==> config.mk <==
export PLATFORM = sky130hd
export DESIGN_NAME = pulse_burst_monitor_flat
export DESIGN_NICKNAME = d
export VERILOG_FILES = /design/src/rtl/pulse_burst_monitor_if.sv /design/src/rtl/pulse_burst_monitor.sv /design/src/flat_wrapper.sv
export SDC_FILE = /design/constraint.sdc
export NUM_CORES = 1
export LEC_CHECK = 0
export CAP_MARGIN = 20
export CORE_ASPECT_RATIO = 1.25
export CORE_MARGIN = 2
export CORE_UTILIZATION = 50
export CTS_CLUSTER_SIZE = 16
export DETAILED_ROUTE_END_ITERATION = 10
export PLACE_DENSITY_LB_ADDON = 0.3
export SLEW_MARGIN = 30
export SYNTH_ARGS = -nofsm -noshare
export SYNTH_HDL_FRONTEND = slang
export SYNTH_SLANG_ARGS = --single-unit
==> constraint.sdc <==
create_clock -name clk -period 2.95 [get_ports clk]
set_clock_uncertainty 0.05 [all_clocks]
set_input_delay 0.59 -clock clk [delete_from_list [all_inputs] [get_ports clk]]
set_output_delay 0.59 -clock clk [all_outputs]
set_load 0.05 [all_outputs]
==> src/rtl/pulse_burst_monitor_if.sv <==
// Pulse/clear stimulus and monitor outputs for pulse_burst_monitor.
//   pulse_in    : single-cycle detect pulse from the upstream detector
//   clr         : synchronous clear of the count and burst logic
//   stretch_out : stretched, retriggerable pulse indicator
//   evt_count   : saturating event count (CW bits)
//   count_sat   : high while evt_count is all ones
//   burst       : burst flag, high for HOLD cycles
interface pulse_burst_monitor_if #(
  parameter int CW = 8
);
  logic          pulse_in;
  logic          clr;
  logic          stretch_out;
  logic [CW-1:0] evt_count;
  logic          count_sat;
  logic          burst;

  modport master (
    output pulse_in, clr,
    input  stretch_out, evt_count, count_sat, burst
  );

  modport slave (
    input  pulse_in, clr,
    output stretch_out, evt_count, count_sat, burst
  );
endinterface

==> src/rtl/pulse_burst_monitor.sv <==
// Consumer of the registered detect pulse: stretches each pulse into a
// retriggerable indicator, keeps a saturating event count and flags bursts
// of THRESH pulses inside a WINDOW-cycle span with a HOLD-cycle flag.
//   clk : clock, all logic on posedge
//   rst : synchronous active-high reset
//   bus : slave side of pulse_burst_monitor_if (pulse_in/clr in, status out)
module pulse_burst_monitor #(
  parameter int STRETCH = 4,
  parameter int CW      = 8,
  parameter int WINDOW  = 16,
  parameter int THRESH  = 3,
  parameter int HOLD    = 8
) (
  input  logic                    clk,
  input  logic                    rst,
  pulse_burst_monitor_if.slave    bus
);

  localparam int TMAX0 = (STRETCH > WINDOW) ? STRETCH : WINDOW;
  localparam int TMAX  = (TMAX0 > HOLD) ? TMAX0 : HOLD;
  localparam int TW    = $clog2(TMAX + 1);
  localparam int HW    = $clog2(THRESH + 1);

  localparam logic [TW-1:0] T_STRETCH = TW'(STRETCH);
  // Window timer counts cycles left after the opening pulse's cycle.
  localparam logic [TW-1:0] T_WIN     = TW'(WINDOW - 1);
  localparam logic [TW-1:0] T_HOLD    = TW'(HOLD);
  localparam logic [TW-1:0] T_ONE     = TW'(1);
  localparam logic [HW-1:0] H_ONE     = HW'(1);
  localparam logic [HW-1:0] H_THRESH  = HW'(THRESH);

  typedef enum logic [1:0] {IDLE, WIN, BURST} state_t;

  logic          pulse, clr;
  logic [TW-1:0] str_q, str_d;
  logic [CW-1:0] cnt_q, cnt_d;
  logic          sat_q, sat_d;
  state_t        state_q, state_d;
  logic [HW-1:0] hits_q, hits_d;
  logic [TW-1:0] tmr_q, tmr_d;
  logic          burst_o;

  assign pulse = bus.pulse_in;
  assign clr   = bus.clr;

  // Stretcher: reload on every pulse, clr has no effect here.
  always_comb begin
    str_d = str_q;
    if (pulse)             str_d = T_STRETCH;
    else if (str_q != '0)  str_d = str_q - T_ONE;
  end

  // Saturating counter; clr beats a simultaneous pulse.
  always_comb begin
    cnt_d = cnt_q;
    if (clr)                     cnt_d = '0;
    else if (pulse && !(&cnt_q)) cnt_d = cnt_q + CW'(1);
    sat_d = &cnt_d;
  end

  // Burst FSM next state. tmr_q holds remaining window or hold cycles.
  always_comb begin
    state_d = state_q;
    hits_d  = hits_q;
    tmr_d   = tmr_q;
    if (clr) begin
      state_d = IDLE;
      hits_d  = '0;
      tmr_d   = '0;
    end else begin
      case (state_q)
        IDLE: begin
          if (pulse) begin
            if (THRESH == 1) begin
              state_d = BURST;
              hits_d  = '0;
              tmr_d   = T_HOLD;
            end else begin
              state_d = WIN;
              hits_d  = H_ONE;
              tmr_d   = T_WIN;
            end
          end
        end
        WIN: begin
          if (pulse && (hits_q + H_ONE) == H_THRESH) begin
            state_d = BURST;
            hits_d  = '0;
            tmr_d   = T_HOLD;
          end else if (tmr_q == T_ONE) begin
            // Last window cycle: a late pulse re-opens from IDLE next cycle.
            state_d = IDLE;
            hits_d  = '0;
            tmr_d   = '0;
          end else begin
            tmr_d = tmr_q - T_ONE;
            if (pulse) hits_d = hits_q + H_ONE;
          end
        end
        BURST: begin
          if (tmr_q == T_ONE) begin
            state_d = IDLE;
            tmr_d   = '0;
          end else begin
            tmr_d = tmr_q - T_ONE;
          end
        end
        default: begin
          state_d = IDLE;
          hits_d  = '0;
          tmr_d   = '0;
        end
      endcase
    end
  end

  // FSM output decode.
  always_comb begin
    burst_o = (state_q == BURST);
  end

  always_ff @(posedge clk) begin
    if (rst) begin
      str_q   <= '0;
      cnt_q   <= '0;
      sat_q   <= 1'b0;
      state_q <= IDLE;
      hits_q  <= '0;
      tmr_q   <= '0;
    end else begin
      str_q   <= str_d;
      cnt_q   <= cnt_d;
      sat_q   <= sat_d;
      state_q <= state_d;
      hits_q  <= hits_d;
      tmr_q   <= tmr_d;
    end
  end

  assign bus.stretch_out = (str_q != '0);
  assign bus.evt_count   = cnt_q;
  assign bus.count_sat   = sat_q;
  assign bus.burst       = burst_o;

endmodule

==> src/flat_wrapper.sv <==
// flat-port wrapper written by rule: the top's interface ports become plain ports
module pulse_burst_monitor_flat 
#(
  parameter int STRETCH = 4,
  parameter int CW      = 8,
  parameter int WINDOW  = 16,
  parameter int THRESH  = 3,
  parameter int HOLD    = 8
)
  (clk, rst, bus_pulse_in, bus_clr, bus_stretch_out, bus_evt_count, bus_count_sat, bus_burst);
  pulse_burst_monitor_if #(.CW(CW)) bus_i ();
  input  logic clk;
  input  logic rst;
  input wire logic [$bits(bus_i.pulse_in)-1:0] bus_pulse_in;
  input wire logic [$bits(bus_i.clr)-1:0] bus_clr;
  output wire logic [$bits(bus_i.stretch_out)-1:0] bus_stretch_out;
  output wire logic [$bits(bus_i.evt_count)-1:0] bus_evt_count;
  output wire logic [$bits(bus_i.count_sat)-1:0] bus_count_sat;
  output wire logic [$bits(bus_i.burst)-1:0] bus_burst;
  assign bus_i.pulse_in = bus_pulse_in;
  assign bus_i.clr = bus_clr;
  assign bus_stretch_out = bus_i.stretch_out;
  assign bus_evt_count = bus_i.evt_count;
  assign bus_count_sat = bus_i.count_sat;
  assign bus_burst = bus_i.burst;
  pulse_burst_monitor #(.STRETCH(STRETCH), .CW(CW), .WINDOW(WINDOW), .THRESH(THRESH), .HOLD(HOLD)) u_core (.clk(clk), .rst(rst), .bus(bus_i));
endmodule
==> flow_summary_export.csv, run 1 <==
group,metric,value,unit
cts,htree_levels,1,
detailed_routing,drc,0,
detailed_routing,drt_iter0_drc,35,
detailed_routing,firstDrtPassIters,4,
grt,grt_pass1_vias,1032,
setup_path,worstPathArrival,2.17,ns
grt,antenna_found_initial,0,
sta,worst_pin_slew,0.7469,ns
cts,numCtsBuffers,3,
logic_synthesis,yosys_warnings,0,
cells_and_area,drive_above_1_share,0.06329,
cells_and_area,finalNetCount,168,
logic_synthesis,ys_ff_latch,23,
detailed_routing,wl_met3,67,um
grt,overflow,0,
cts,path_clk_slew,0.12,ns
setup_path,cp_max_fo,6,
flow_run,cap_viol_max_count,0,
logic_synthesis,syn_area_per_cell,8.478,um2
detailed_routing,wire_per_inst,13.12,um
detailed_routing,highest_layer,"met4",
cts,cts_resized,0,
logic_synthesis,ys_seq_area_frac,0.3695,
die,die_x,48.66,um
placed_design,dp_hpwl,1.885,mm
sta,slew_viol_final,0,
detailed_routing,vias,1100,
setup_path,critPathKind,"reg -> out",
sta,timing.final.crit_share,0.9519,
logic_synthesis,netlist_area,1246,um2
cts,cts_setup_buffers,0,
sta,grt_setup_unrepaired,"no",
die,core_region_area,2402,um2
power,vdd_drop_max,0.2698,mV
run_status,outcome,"completed",
cts,clk-insertion-delay-late,0.30,ns
cells_and_area,mostFrequentLayoutCells,"dfxtp_1, clkdlybuf4s50_1, nor2_1",
cells_and_area,area_growth_syn_to_layout,13.96,%
die,initial_utilization,0.5187,
sta,final.setup.worst_slack,0.1418,ns
min_path,hp-class,"reg -> reg",
sta,finalHoldViolCount,0,
logic_synthesis,async_flop_share,0,
cts,postCtsHoldBufs,0,
logic_synthesis,synth_edf_count,0,
setup_path,endpoint_kind,"output port",
die,pin_count,15,
detailed_routing,wl_met1,1.153,mm
placed_design,place_ws,0.4844,ns
logic_synthesis,ys.flop_type,"dfxtp_1",
cells_and_area,layout_commonest_cell,"dfxtp_1",
placed_design,gp_congestion,0.8606,
logic_synthesis,syn_nets,156,
sta,post-route-min-period,2.808,ns
power,power.leakage,0.0004998,uW
cts,ctsLongestPathBuffers,2,
die,dieArea,2910,um2
grt,grt_first_pass_wirelength,4.347,mm
sta,hold_ws,0.4180,ns
grt,grt_usage,0.1865,
detailed_routing,totalWireLength,2.505,mm
setup_path,worstSetupStartpointType,"flip-flop",
power,powerDensity,422.2,nW/um2
placed_design,portBuffers,14,
sta,timing.fmax,0.3561,GHz
cts,cts_tree,"done",
logic_synthesis,synth_cell_type_count,45,
cells_and_area,diodes,0,
sta,max_slew_margin,0.5020,
grt,grt_max_degree,15,
detailed_routing,vias_per_cell,5.759,
detailed_routing,ant_nets,0,
cts,cts.sinks,23,
cts,cts-root-buf,"clkbuf_4",
die,row_count,20,
sta,setup_violations,0,
sta,tns,0,ns
logic_synthesis,netlist_instances,147,
setup_path,worst_ep_required_time,2.31,ns
detailed_routing,dr_wl_met2,1.253,mm
die,die_h,59.82,um
==> final cells by class <==
| class | instances | area [um2] |
|---|---|---|
| fill | 231 | 982.2 |
| inverter | 7 | 26.28 |
| sequential | 23 | 460.4 |
| tap | 33 | 41.29 |
| clock buffer | 4 | 26.28 |
| multi-input combinational | 109 | 718.2 |
| timing repair buffer | 15 | 147.6 |
==> synth_stat cells (2+ instances only) <==
master,number,area share
inv_1,7,0.021
nand4b_1,2,0.014
and2_1,3,0.015
nor4_1,2,0.010
or4b_1,2,0.016
nor2_1,10,0.030
nand2_1,6,0.018
nand3_1,8,0.032
o21ai_0,9,0.036
xor2_1,3,0.021
buf_2,3,0.012
nor3_1,7,0.028
a31oi_1,2,0.010
a211oi_1,4,0.024
o21bai_1,2,0.012
nor2b_1,4,0.020
clkbuf_1,4,0.012
ha_1,5,0.050
a21oi_1,7,0.028
nand4_1,5,0.025
nand3b_1,2,0.012
nand2b_1,5,0.025
dfxtp_1,23,0.37
==> cells by family (layout without fill, tap and decap cells) <==
| family | Yosys count | after routing | share of synthesized area |
|---|---|---|---|
| muxes | 2 | 2 | 0.01707 |
| xor gates and xnor gates | 4 | 4 | 0.02812 |
| adders and majority gates | 5 | 5 | 0.05020 |
| and+or+nand+nor | 64 | 64 | 0.2982 |
| AOI/OAI and AO/OA | 34 | 34 | 0.1827 |
| DFF | 23 | 23 | 0.3695 |
| buffers and inverters | 15 | 26 | 0.05421 |
==> worst paths after layout <==
path / start / endpoint / slack, ns / cells after the start
setup / recovery: u_core.str_q[0] / bus_stretch_out / 0.14 / 5
hold / removal: u_core.str_q[4] / u_core.str_q[4] / 0.42 / 1
setup reg to reg: u_core.bus.evt_count[0] / u_core.bus.count_sat / 0.99 / 5
hold reg to reg: u_core.str_q[4] / u_core.str_q[4] / 0.42 / 1
==> flip-flops by register name (all words and copies together) (netlist names) <==
signal	cells
u_core.bus.count_sat	1
u_core.state_q	2
u_core.str_q	5
u_core.hits_q	2
u_core.tmr_q	5
u_core.bus.evt_count	8
==> worst max-delay path, stage by stage, from the launching register on <==
cell,delay [ns]
dfxtp_1,0.36
inv_1,0.07
ha_1,0.17
inv_1,0.07
or4_4,0.47
clkdlybuf4s50_1,0.73
==> where the power goes <==
part	leakage [uW]	switching, uW	internal [uW]
clock	0.0000150	91.3	52.7
sequential	0.000187	14.6	323
combinational	0.000298	67.2	50.9
total	0.000500	173	427
==> layer usage <==
metal | global-route usage | vias up
li1 | - | 568
met1 | 0.2078 | 514
met2 | 0.3523 | 14
met3 | 0.03500 | 4
met4 | 0.07347 | 0
met5 | 0 | -
==> per-stage QoR <==
step           instances  power (uW)  utilization  cell area, um2
6_report             191       599.6       0.5911            1420
5_1_grt              191       631.1       0.5911            1420
3_3_place_gp         187       457.6       0.5802            1394
2_1_floorplan        147       439.7            -            1246
4_1_cts              191       605.2       0.5911            1420
3_5_place_dp         187       462.6       0.5802            1394
No activity file was read; power rests on OpenSTA's default activity.
==> run 2, diff against run 1 <==
--- a/config.mk
+++ b/config.mk
@@ -7,7 +7,6 @@
 export LEC_CHECK = 0
 export CAP_MARGIN = 20
 export CORE_ASPECT_RATIO = 1.25
-export CORE_MARGIN = 2
 export CORE_UTILIZATION = 50
 export CTS_CLUSTER_SIZE = 16
 export DETAILED_ROUTE_END_ITERATION = 10
==> run 2 against run 1 <==
Clock-buffer cell count decreased by 1. Total power is 0.37% lower. Core utilization is 3.4 points higher. First-iteration DRC count is 57% lower. Sequential power is essentially flat. Combinational power is essentially flat. Critical endpoint unchanged. Largest cell class unchanged. Highest routed layer unchanged.
==> flow_summary_export.csv, run 2 (synthesis gave the netlist of run 1 again) <==
group,metric,value,unit
sta,finalHoldViolCount,0,
die,die_h,57.82,um
detailed_routing,drc,0,
die,die_x,46.66,um
setup_path,worstSetupStartpointType,"flip-flop",
min_path,hp-class,"reg -> reg",
setup_path,reg2reg_depth,5,
setup_path,worst_ep_required_time,2.31,ns
cells_and_area,ff_latch_area,460.4,um2
cells_and_area,finalNetCount,169,
setup_path,cp_max_fo,6,
power,comb_power_share,0.199,
detailed_routing,vias,1121,
cts,path_clk_slew,0.12,ns
cts,cts_tree,"done",
sta,worst_pin_slew,0.6261,ns
grt,grt_max_degree,14,
placed_design,dp_hpwl,1.865,mm
setup_path,cp_top_family,"buffers and inverters",
grt,antenna_found_initial,0,
grt,grt_pass1_vias,1021,
die,row_count,19,
die,initial_utilization,0.5461,
min_path,min_path_cells,1,
cells_and_area,area_growth_syn_to_layout,14.46,%
detailed_routing,drt_iter0_drc,15,
cts,postCtsHoldBufs,0,
setup_path,reg2reg_from,"u_core.bus.evt_count[0]",
setup_path,worstPathArrival,2.12,ns
cts,cts_setup_buffers,0,
cells_and_area,layout_commonest_cell,"dfxtp_1",
power,vdd_drop_max,0.3214,mV
sta,max_slew_margin,0.5767,
cts,clk-insertion-delay-late,0.30,ns
grt,grt_first_pass_wirelength,4.367,mm
sta,slew_viol_final,0,
die,dieArea,2697,um2
sta,post-route-min-period,2.764,ns
cts,cts-root-buf,"clkbuf_4",
setup_path,crit_start,"u_core.str_q[0]",
cells_and_area,diodes,0,
setup_path,endpoint_kind,"output port",
detailed_routing,firstDrtPassIters,4,
sta,grt_setup_unrepaired,"no",
power,powerDensity,418.8,nW/um2
flow_run,cap_viol_max_count,0,
cts,numCtsBuffers,3,
die,core_region_area,2282,um2
cts,htree_levels,1,
min_path,hp-start,"u_core.str_q[4]",
sta,setup_violations,0,
grt,overflow,0,
sta,timing.final.crit_share,0.9370,
cells_and_area,mostFrequentLayoutCells,"dfxtp_1, clkdlybuf4s50_1, nor2_1",
setup_path,slowest_stage,"clkdlybuf4s50_1",
detailed_routing,wire_per_inst,13.05,um
sta,timing.fmax,0.3618,GHz
cts,cts.sinks,23,
sta,hold_ws,0.4228,ns
power,power.leakage,0.0005070,uW
sta,tns,0,ns
setup_path,slowest_delay,0.72,ns
cells_and_area,drive_above_1_share,0.07547,
run_status,outcome,"completed",
setup_path,r2r_end,"u_core.bus.count_sat",
cells_and_area,largest_reg_flops,8,
detailed_routing,vias_per_cell,5.900,
setup_path,cp_num_buf_inv,3,
cts,ctsLongestPathBuffers,2,
power,p_sw,172.1,uW
power,p_int,425.3,uW
placed_design,gp_congestion,0.8575,
detailed_routing,ant_nets,0,
power,pwr-share-seq,0.565,
setup_path,path_common_cell,"inv_1",
detailed_routing,totalWireLength,2.480,mm
setup_path,cp_cell_sequence,"inv_1, ha_1, inv_1, or4_4, clkdlybuf4s50_1",
grt,grt_usage,0.2180,
min_path,hold_end,"u_core.str_q[4]",
die,pin_count,15,
cts,cts_resized,0,
placed_design,portBuffers,14,
cells_and_area,multi_input_area,718.2,um2
setup_path,r2r_slack,0.99,ns
setup_path,critPathKind,"reg -> out",
power,clkPwrFrac,0.236,
power,switching_share,0.2881,
cells_and_area,fillers,202,
-- run 2: cell type report --
class | count | area share
Multi-Input combinational cell | 109 | 0.5035
Sequential cell | 23 | 0.3228
Timing Repair Buffer | 16 | 0.1088
Tap cell | 31 | 0.02719
Inverter | 7 | 0.01842
Clock buffer | 3 | 0.01579
Clock inverter | 1 | 0.003509
-- run 2: layer usage --
layer	up-vias	wire length, um	global-route usage
li1	569	-	-
met1	516	1140	0.2868
met2	30	1192	0.3333
met3	6	91	0.02804
met4	0	56	0.1265
met5	-	0	0
-- run 2: how the worst max path moves through the flow --
stage | end | cells past startpoint
2_1_floorplan | u_core.bus.count_sat | 5
3_3_place_gp | bus_stretch_out | 5
3_5_place_dp | u_core.tmr_q[3] | 6
4_1_cts | bus_stretch_out | 5
5_1_grt | bus_stretch_out | 5
6_report | bus_stretch_out | 5
-- run 2: worst reg2reg max path, cell delays in order, from the launching register on --
cell and delay [ns]:
dfxtp_1 0.47, ha_1 0.27, nand3_1 0.10, o21ai_1 0.36, mux2_2 0.39, nor4_1 0.24
-- run 2: metrics by stage --
stage / worst slack [ns] / power [uW] / instance area [um2] / utilization / std cells
2_1_floorplan: 0.8203 / 439.7 / 1246 / - / 147
3_3_place_gp: 0.5617 / 457.9 / 1399 / 0.6129 / 186
3_5_place_dp: 0.5210 / 462.8 / 1399 / 0.6129 / 186
4_1_cts: 0.1705 / 602.6 / 1426 / 0.6250 / 190
5_1_grt: 0.07689 / 632.5 / 1426 / 0.6250 / 190
6_report: 0.1859 / 597.4 / 1426 / 0.6250 / 190
-- run 2: power by group through the flow --
stage / combinational [uW] / clock [uW] / sequential, uW
after floorplan: 96.5 / 0 / 343
after global placement: 115 / 0 / 343
after detailed placement: 119 / 0 / 344
after CTS: 120 / 146 / 337
after global routing: 134 / 160 / 339
final: 119 / 141 / 337
==> run 3, diff against run 2 <==
--- a/config.mk
+++ b/config.mk
@@ -10,6 +10,7 @@
 export CORE_UTILIZATION = 50
 export CTS_CLUSTER_SIZE = 16
 export DETAILED_ROUTE_END_ITERATION = 10
+export DONT_BUFFER_PORTS = 1
 export PLACE_DENSITY_LB_ADDON = 0.3
 export SLEW_MARGIN = 30
 export SYNTH_ARGS = -nofsm -noshare
==> run 3 against run 2 <==
Final area down 7.8%. Non-clock buffer count is 10 lower. Combinational power shrank 17%. Global-route usage decreased by 0.60 points. Largest power group unchanged. Highest routed layer unchanged. First-iteration DRC count is 73% higher. Core utilization decreased by 4.9 points. Die area unchanged. Via count decreased by 3.8%. Sequential cell count unchanged. Sequential power about the same.
==> flow_summary_export.csv, run 3 (synthesis gave the netlist of run 1 again) <==
group,metric,value,unit
sta,post-route-min-period,2.339,ns
cells_and_area,finalInstanceArea,1315,um2
die,dieArea,2697,um2
setup_path,endpoint_kind,"flip-flop",
cts,htree_levels,1,
die,core_region_area,2282,um2
cts,cts_tree,"done",
sta,hold_ws,0.2846,ns
setup_path,slowest_delay,0.77,ns
detailed_routing,wire_per_inst,13.78,um
die,row_count,19,
cells_and_area,ff_latch_area,460.4,um2
cts,cts_resized,0,
min_path,min_path_cells,1,
placed_design,placed_area,1289,um2
sta,finalHoldViolCount,0,
sta,tns,0,ns
cells_and_area,mostFrequentLayoutCells,"dfxtp_1, nor2_1, o21ai_0",
setup_path,worstSetupStartpointType,"flip-flop",
cells_and_area,drive_above_1_share,0.1007,
setup_path,cp_max_fo,7,
flow_run,cap_viol_max_count,0,
grt,grt_first_pass_wirelength,4.236,mm
cts,ctsLongestPathBuffers,2,
setup_path,slowest_stage,"dfxtp_1",
cells_and_area,largest_reg_flops,8,
setup_path,cp_num_buf_inv,0,
setup_path,worstPathArrival,2.51,ns
grt,grt_usage,0.2120,
cts,clk-insertion-delay-late,0.30,ns
sta,timing.fmax,0.4276,GHz
die,die_h,57.82,um
placed_design,portBuffers,0,
detailed_routing,drt_iter0_drc,26,
setup_path,worst_ep_required_time,3.12,ns
placed_design,dp_hpwl,1.850,mm
cts,numCtsBuffers,3,
cts,path_clk_slew,0.12,ns
sta,setup_violations,0,
setup_path,reg2reg_depth,5,
cells_and_area,fin_util,0.5762,
sta,grt_setup_unrepaired,"no",
detailed_routing,vias,1078,
cts,cts-root-buf,"clkbuf_4",
sta,timing.final.crit_share,0.7928,
cts,cts_setup_buffers,0,
setup_path,critPathKind,"reg -> reg",
power,powerDensity,441.2,nW/um2
detailed_routing,ant_nets,0,
setup_path,cp_top_family,"flip-flops",
cells_and_area,diodes,0,
setup_path,crit_cells,5,
cells_and_area,fillers,221,
min_path,hp-class,"in -> reg",
sta,worst_pin_slew,0.7893,ns
die,initial_utilization,0.5461,
sta,max_slew_margin,0.4738,
cells_and_area,finalNetCount,159,
detailed_routing,firstDrtPassIters,4,
die,die_x,46.66,um
power,power.leakage,0.0004780,uW
grt,antenna_found_initial,0,
setup_path,cp_cell_sequence,"ha_1, nand3_1, o21ai_1, mux2_2, nor4_1",
power,power.total,580.2,uW
cts,cts.sinks,23,
detailed_routing,vias_per_cell,5.989,
placed_design,gp_congestion,0.8486,
cells_and_area,layout_commonest_cell,"dfxtp_1",
cells_and_area,multi_input_area,718.2,um2
grt,grt_pass1_vias,989,
detailed_routing,totalWireLength,2.480,mm
die,pin_count,15,
cells_and_area,area_growth_syn_to_layout,5.522,%
grt,grt_max_degree,18,
run_status,outcome,"completed",
detailed_routing,drc,0,
cts,postCtsHoldBufs,0,
grt,overflow,0,
sta,slew_viol_final,0,
power,vdd_drop_max,0.3175,mV
run 3: worst paths after layout:
check / startpoint / slack (ns) / to
max reg2reg: u_core.bus.evt_count[0] / 0.61 / u_core.bus.count_sat
max: u_core.bus.evt_count[0] / 0.61 / u_core.bus.count_sat
min reg2reg: u_core.str_q[4] / 0.42 / u_core.str_q[4]
min: rst / 0.28 / u_core.str_q[2]
run 3: cell type report:
class                      count  share of cell area
clock buffer                   4             0.01998
inverter                       7             0.01998
multi-input combinational    109              0.5461
tap                           31             0.02950
timing repair buffer           6             0.03425
sequential                    23              0.3501
run 3: layer usage:
metal,global-route usage,up-vias,routed length (um)
met5,0,-,0
met1,0.2657,507,1125
met3,0.04673,4,89
met2,0.3492,22,1237
li1,-,545,-
met4,0.07347,0,27
run 3: through the flow:
step | setup WS [ns] | cells
after floorplan | 0.8203 | 147
after global placement | 0.7431 | 176
after detailed placement | 0.6280 | 176
after CTS | 0.6155 | 180
after global routing | 0.5263 | 180
final | 0.6111 | 180
run 3: power breakdown:
group / total [uW] / internal [uW] / switching, uW
registers: 340 / 323 / 16.7
logic: 98.4 / 40.0 / 58.5
clock network: 142 / 52.7 / 89.3
total: 580 / 416 / 165
